<file path="src/rtl/cpu_trace_fifo.sv">
// cpu_trace_fifo: commit-trace FIFO with sequence numbering, drop counting and show-ahead valid/ready output
module cpu_trace_fifo #(
  parameter int DEPTH = 16,
  parameter int SEQ_W = 16
) (
  input  logic                     clk,
  input  logic                     reset,
  input  logic                     commit_valid,
  input  logic [31:0]              pc,
  input  logic [31:0]              rs_value,
  input  logic [31:0]              rt_value,
  input  logic [31:0]              rd_value,
  input  logic                     clear,
  output logic                     out_valid,
  input  logic                     out_ready,
  output logic [31:0]              out_pc,
  output logic [31:0]              out_rs_value,
  output logic [31:0]              out_rt_value,
  output logic [31:0]              out_rd_value,
  output logic [SEQ_W-1:0]         out_seq,
  output logic [$clog2(DEPTH):0]   count,
  output logic                     full,
  output logic                     overflow,
  output logic [SEQ_W-1:0]         drop_count
);
  localparam int AW = $clog2(DEPTH);
  typedef struct packed {
    logic [31:0]      pc;
    logic [31:0]      rs;
    logic [31:0]      rt;
    logic [31:0]      rd;
    logic [SEQ_W-1:0] seq;
  } rec_t;
  rec_t mem [DEPTH];
  logic [AW-1:0] wr_ptr, rd_ptr;
  logic [SEQ_W-1:0] seq_ctr;
  logic pop, push_ok, drop;
  assign out_valid = count != '0;
  assign full = count == (AW+1)'(DEPTH);
  assign {out_pc, out_rs_value, out_rt_value, out_rd_value, out_seq} = mem[rd_ptr];
  always_comb begin
    pop = out_valid & out_ready;
    push_ok = commit_valid & ~clear & (~full | pop);
    drop = commit_valid & ~clear & full & ~pop;
  end
  always_ff @(posedge clk) begin
    if (reset) begin
      wr_ptr <= '0;
      rd_ptr <= '0;
      count <= '0;
      seq_ctr <= '0;
      overflow <= 1'b0;
      drop_count <= '0;
    end else begin
      if (commit_valid) seq_ctr <= seq_ctr + SEQ_W'(1);
      if (clear) begin
        wr_ptr <= '0;
        rd_ptr <= '0;
        count <= '0;
      end else begin
        if (push_ok) wr_ptr <= wr_ptr + AW'(1);
        if (pop) rd_ptr <= rd_ptr + AW'(1);
        count <= (push_ok & ~pop) ? count + (AW+1)'(1) : (pop & ~push_ok) ? count - (AW+1)'(1) : count;
      end
      if (drop) begin
        overflow <= 1'b1;
        if (drop_count != '1) drop_count <= drop_count + SEQ_W'(1);
      end
    end
  end
  // storage is deliberately left out of reset
  always_ff @(posedge clk) begin
    if (push_ok && !reset) mem[wr_ptr] <= '{pc: pc, rs: rs_value, rt: rt_value, rd: rd_value, seq: seq_ctr};
  end
endmodule
</file>
<file path="config.mk">
export PLATFORM = sky130hd
export DESIGN_NAME = cpu_trace_fifo
export DESIGN_NICKNAME = d
export VERILOG_FILES = /design/src/rtl/cpu_trace_fifo.sv
export SDC_FILE = /design/constraint.sdc
export NUM_CORES = 2
export LEC_CHECK = 0
export CAP_MARGIN = 25
export CELL_PAD_IN_SITES_DETAIL_PLACEMENT = 1
export CELL_PAD_IN_SITES_GLOBAL_PLACEMENT = 1
export CORE_ASPECT_RATIO = 1.5
export CORE_MARGIN = 8
export CORE_UTILIZATION = 45
export DETAILED_ROUTE_END_ITERATION = 16
export PLACE_DENSITY_LB_ADDON = 0.1
export SYNTH_ARGS = -nofsm -noshare
export SYNTH_HDL_FRONTEND = slang
export SYNTH_SLANG_ARGS = --single-unit
</file>
<file path="constraint.sdc">
create_clock -name clk -period 17 [get_ports clk]
set_input_delay 1.7 -clock clk [delete_from_list [all_inputs] [get_ports clk]]
set_output_delay 1.7 -clock clk [all_outputs]
set_load 0.01 [all_outputs]
</file>
==> results.py <==
metrics = {
    "floorplan": {
        "floorplan.initialDensity_pct": 45.2,
        "row_count": 200,
        "fp.coreArea_um2": 197000,
        "die_area_um2": 213000,
        "die_w_um": 379,
        "die_h_um": 561,
        "pin_count": 301,
    },
    "job": {
        "drv_cap": 0,
    },
    "synthesis": {
        "synth_top_cell_by_area": "edfxtp_1",
        "synth_fp_nets": 3864,
        "synth_top_area_share_pct": 77.6,
        "ys_top_cells_by_area": "edfxtp_1, mux4_2, dfxtp_1, mux2i_1, a211oi_1",
        "synth.distinct_cells": 48,
        "yosysSeqAreaShare_pct": 78.7,
        "yosys_most_used_dff": "edfxtp_1",
        "synth_enable_flop_cells": 2304,
        "synth_area_um2": 89200,
        "ys_top_cells_by_count": "edfxtp_1, mux4_2, a21oi_1",
        "yosysWarningCount": 0,
        "postSynthCellCount": 3719,
        "synth_area_per_cell_um2": 24.0,
        "async_flop_share_pct": 0,
        "ys_ff_latch": 2354,
        "synth_most_common_cell": "edfxtp_1",
    },
    "place": {
        "io_buffer_count": 300,
        "dp_cells": 6537,
        "gp_congestion": 0.705,
        "dp_hpwl_um": 109000,
        "place_area_um2": 95600,
    },
    "clock_tree": {
        "clk_latency_ns": 0.85,
        "postCtsResizedCells": 0,
        "ctsHtreeMaxLevel": 4,
        "cts_tree": "yes",
        "hold_buffers": 0,
        "cts_setup_buffers": 0,
        "ctsLongestPathBuffers": 4,
        "cts_made_buffers": 224,
        "clock-sinks": 2354,
        "cts-root-buf": "clkbuf_16",
        "clkTransAtPathRegs_ns": 0.06,
    },
    "layout": {
        "drive_gt1_share_pct": 24.9,
        "fillCellCount": 16800,
        "nets": 4284,
        "multi_input_area_um2": 18200,
        "post-route-util_pct": 51.9,
        "ff_latch_area_um2": 70200,
        "fin_cells": 6940,
        "final_area_um2": 103000,
        "area_growth_pct": 15.0,
    },
    "sta": {
        "hold_viol_final": 0,
        "post-route-min-period_ns": 7.65,
        "finalSetupTns_ns": 0,
        "slew_viol_final": 0,
        "fmax_ghz": 0.131,
        "setup-violations-final": 0,
        "worstMarginPinSlew_ns": 1.08,
        "final.setup_skew_ns": 0.0357,
        "slew_headroom_pct": 28.1,
        "holdWs_ns": 0.475,
        "rsz0062_at_grt": "no",
        "finalCritPeriodShare_pct": 45.0,
    },
    "global_routing": {
        "grt_pass1_vias": 43900,
        "grt_usage_pct": 20.2,
        "overflow": 0,
        "grt_max_degree": 124,
        "antenna_found_initial": 33,
        "grt_pass1_wl_um": 313000,
    },
    "worst_hold_path": {
        "hp-class": "reg -> reg",
        "min_path_cells": 2,
        "holdPathEnd": "overflow",
        "hp-start": "overflow",
    },
    "worst_setup_path": {
        "path_max_fanout": 101,
        "cp.required_ns": 15.30,
        "r2r_cells": 7,
        "rr_startpoint": "count[0]",
        "arrival_ns": 5.95,
        "reg2reg_to": "mem[11][128]",
        "crit_type": "reg -> out",
        "worst-r2r-setup-slack_ns": 12.26,
        "start_kind": "flop",
        "cp-end-kind": "output pin",
    },
    "route": {
        "drtIter0Drc": 3094,
        "wl_per_cell_um": 31.2,
        "firstDrtPassIters": 5,
        "drc": 0,
        "routed_wl_um": 216000,
        "antenna_left": 0,
        "vias_per_cell": 5.86,
        "via_count": 40700,
    },
    "run_status": {
        "status": "complete, no violations",
    },
    "power": {
        "leakagePower_nw": 30.8,
        "peakVddDrop_mv": 0.0804,
        "power_density_nw_per_um2": 114,
    },
}
-- cell usage in the layout, fill, tap and decap left out, types with 5 or more instances in the layout --
cell and instances:
edfxtp_1 2304, ha_1 11, buf_4 77, dfxtp_1 46, mux2i_1 79, clkbuf_8 7
diode_2 9, buf_12 11, nor2b_1 73, clkbuf_16 229, a21oi_1 95, or3_1 10
nor2_1 29, inv_1 9, a211oi_1 72, clkbuf_1 42, mux4_2 648, nor2_4 12
xnor2_1 9, clkinv_2 44, nand2_1 15, xor2_1 7, clkinvlp_4 5, clkinv_1 49
nand3_1 12, o21ai_0 8, nand4_1 10, o31ai_1 12, clkdlybuf4s50_1 299, bufinv_16 13
or4_1 12
-- critical path: stages, from the launching register on --
cell and delay (ns):
dfxtp_4 0.81, buf_4 0.71, buf_12 0.56, buf_4 0.88
mux4_2 0.61, mux4_2 0.59, clkdlybuf4s50_1 0.53
-- area by class of cell --
cell class / instances / area share [%]
inverters: 9 / 0.0330
repair buffers: 392 / 3.81
clock inverters: 114 / 0.852
clock buffers: 278 / 5.84
flip-flops and latches: 2354 / 68.5
multi-input cells: 1158 / 17.8
well taps: 2626 / 3.20
diodes: 9 / 0.0220
-- power by group --
part           switching (mW)  internal (mW)  total, mW  leakage (nW)
sequential             0.0150           6.38       6.39          21.5
combinational           0.265          0.266      0.531          5.94
clock                    2.09           2.67       4.77          3.37
total                    2.37           9.32       11.7          30.8
-- how the worst max path moves through the flow --
stage                 start               end  slack [ns]  depth (start not counted)
5_1_grt                flop   out_rd_value[0]        8.86                          8
2_1_floorplan  commit_valid         mem[0][0]        3.95                          5
3_5_place_dp           flop       out_seq[12]       10.04                          6
3_3_place_gp           flop       out_seq[12]       10.02                          6
6_report               flop  out_rs_value[17]        9.35                          6
4_1_cts                flop       out_seq[12]        9.10                          6
-- logic make-up (layout without fill, tap and decap cells) --
group / Yosys count / count (layout) / synth area share (%)
and+or+nand+nor: 204 / 204 / 1.31
muxes: 728 / 728 / 17.3
xor gates and xnor gates: 16 / 16 / 0.157
adders and majority gates: 12 / 12 / 0.177
buffers and inverters: 207 / 793 / 1.01
other: 0 / 9 / 0
DFF: 2354 / 2354 / 78.7
AOI/OAI and AO/OA: 198 / 198 / 1.38
-- flip-flops by register name, summed over array words and instances, names as in the netlist, named ones only --
register / cells
wr_ptr: 4
seq_ctr: 16
mem: 2304
rd_ptr: 4
overflow: 1
drop_count: 16
count: 5
-- layer usage --
layer / routed length (um) / part of all wire [%] / GRT usage [%]
met5: 226 / 0.10 / 0
met3: 11500 / 5.3 / 3.47
met1: 93100 / 43 / 28.2
met2: 108000 / 50 / 33.9
met4: 3640 / 1.7 / 3.96
-- through the flow --
step           setup WS (ns)  power, mW
3_5_place_dp           10.04       7.06
5_1_grt                 8.86       12.0
4_1_cts                 9.10       11.8
2_1_floorplan           3.95       6.83
3_3_place_gp           10.02       7.05
6_report                9.35       11.7
No activity file was read; power rests on OpenSTA's default activity.
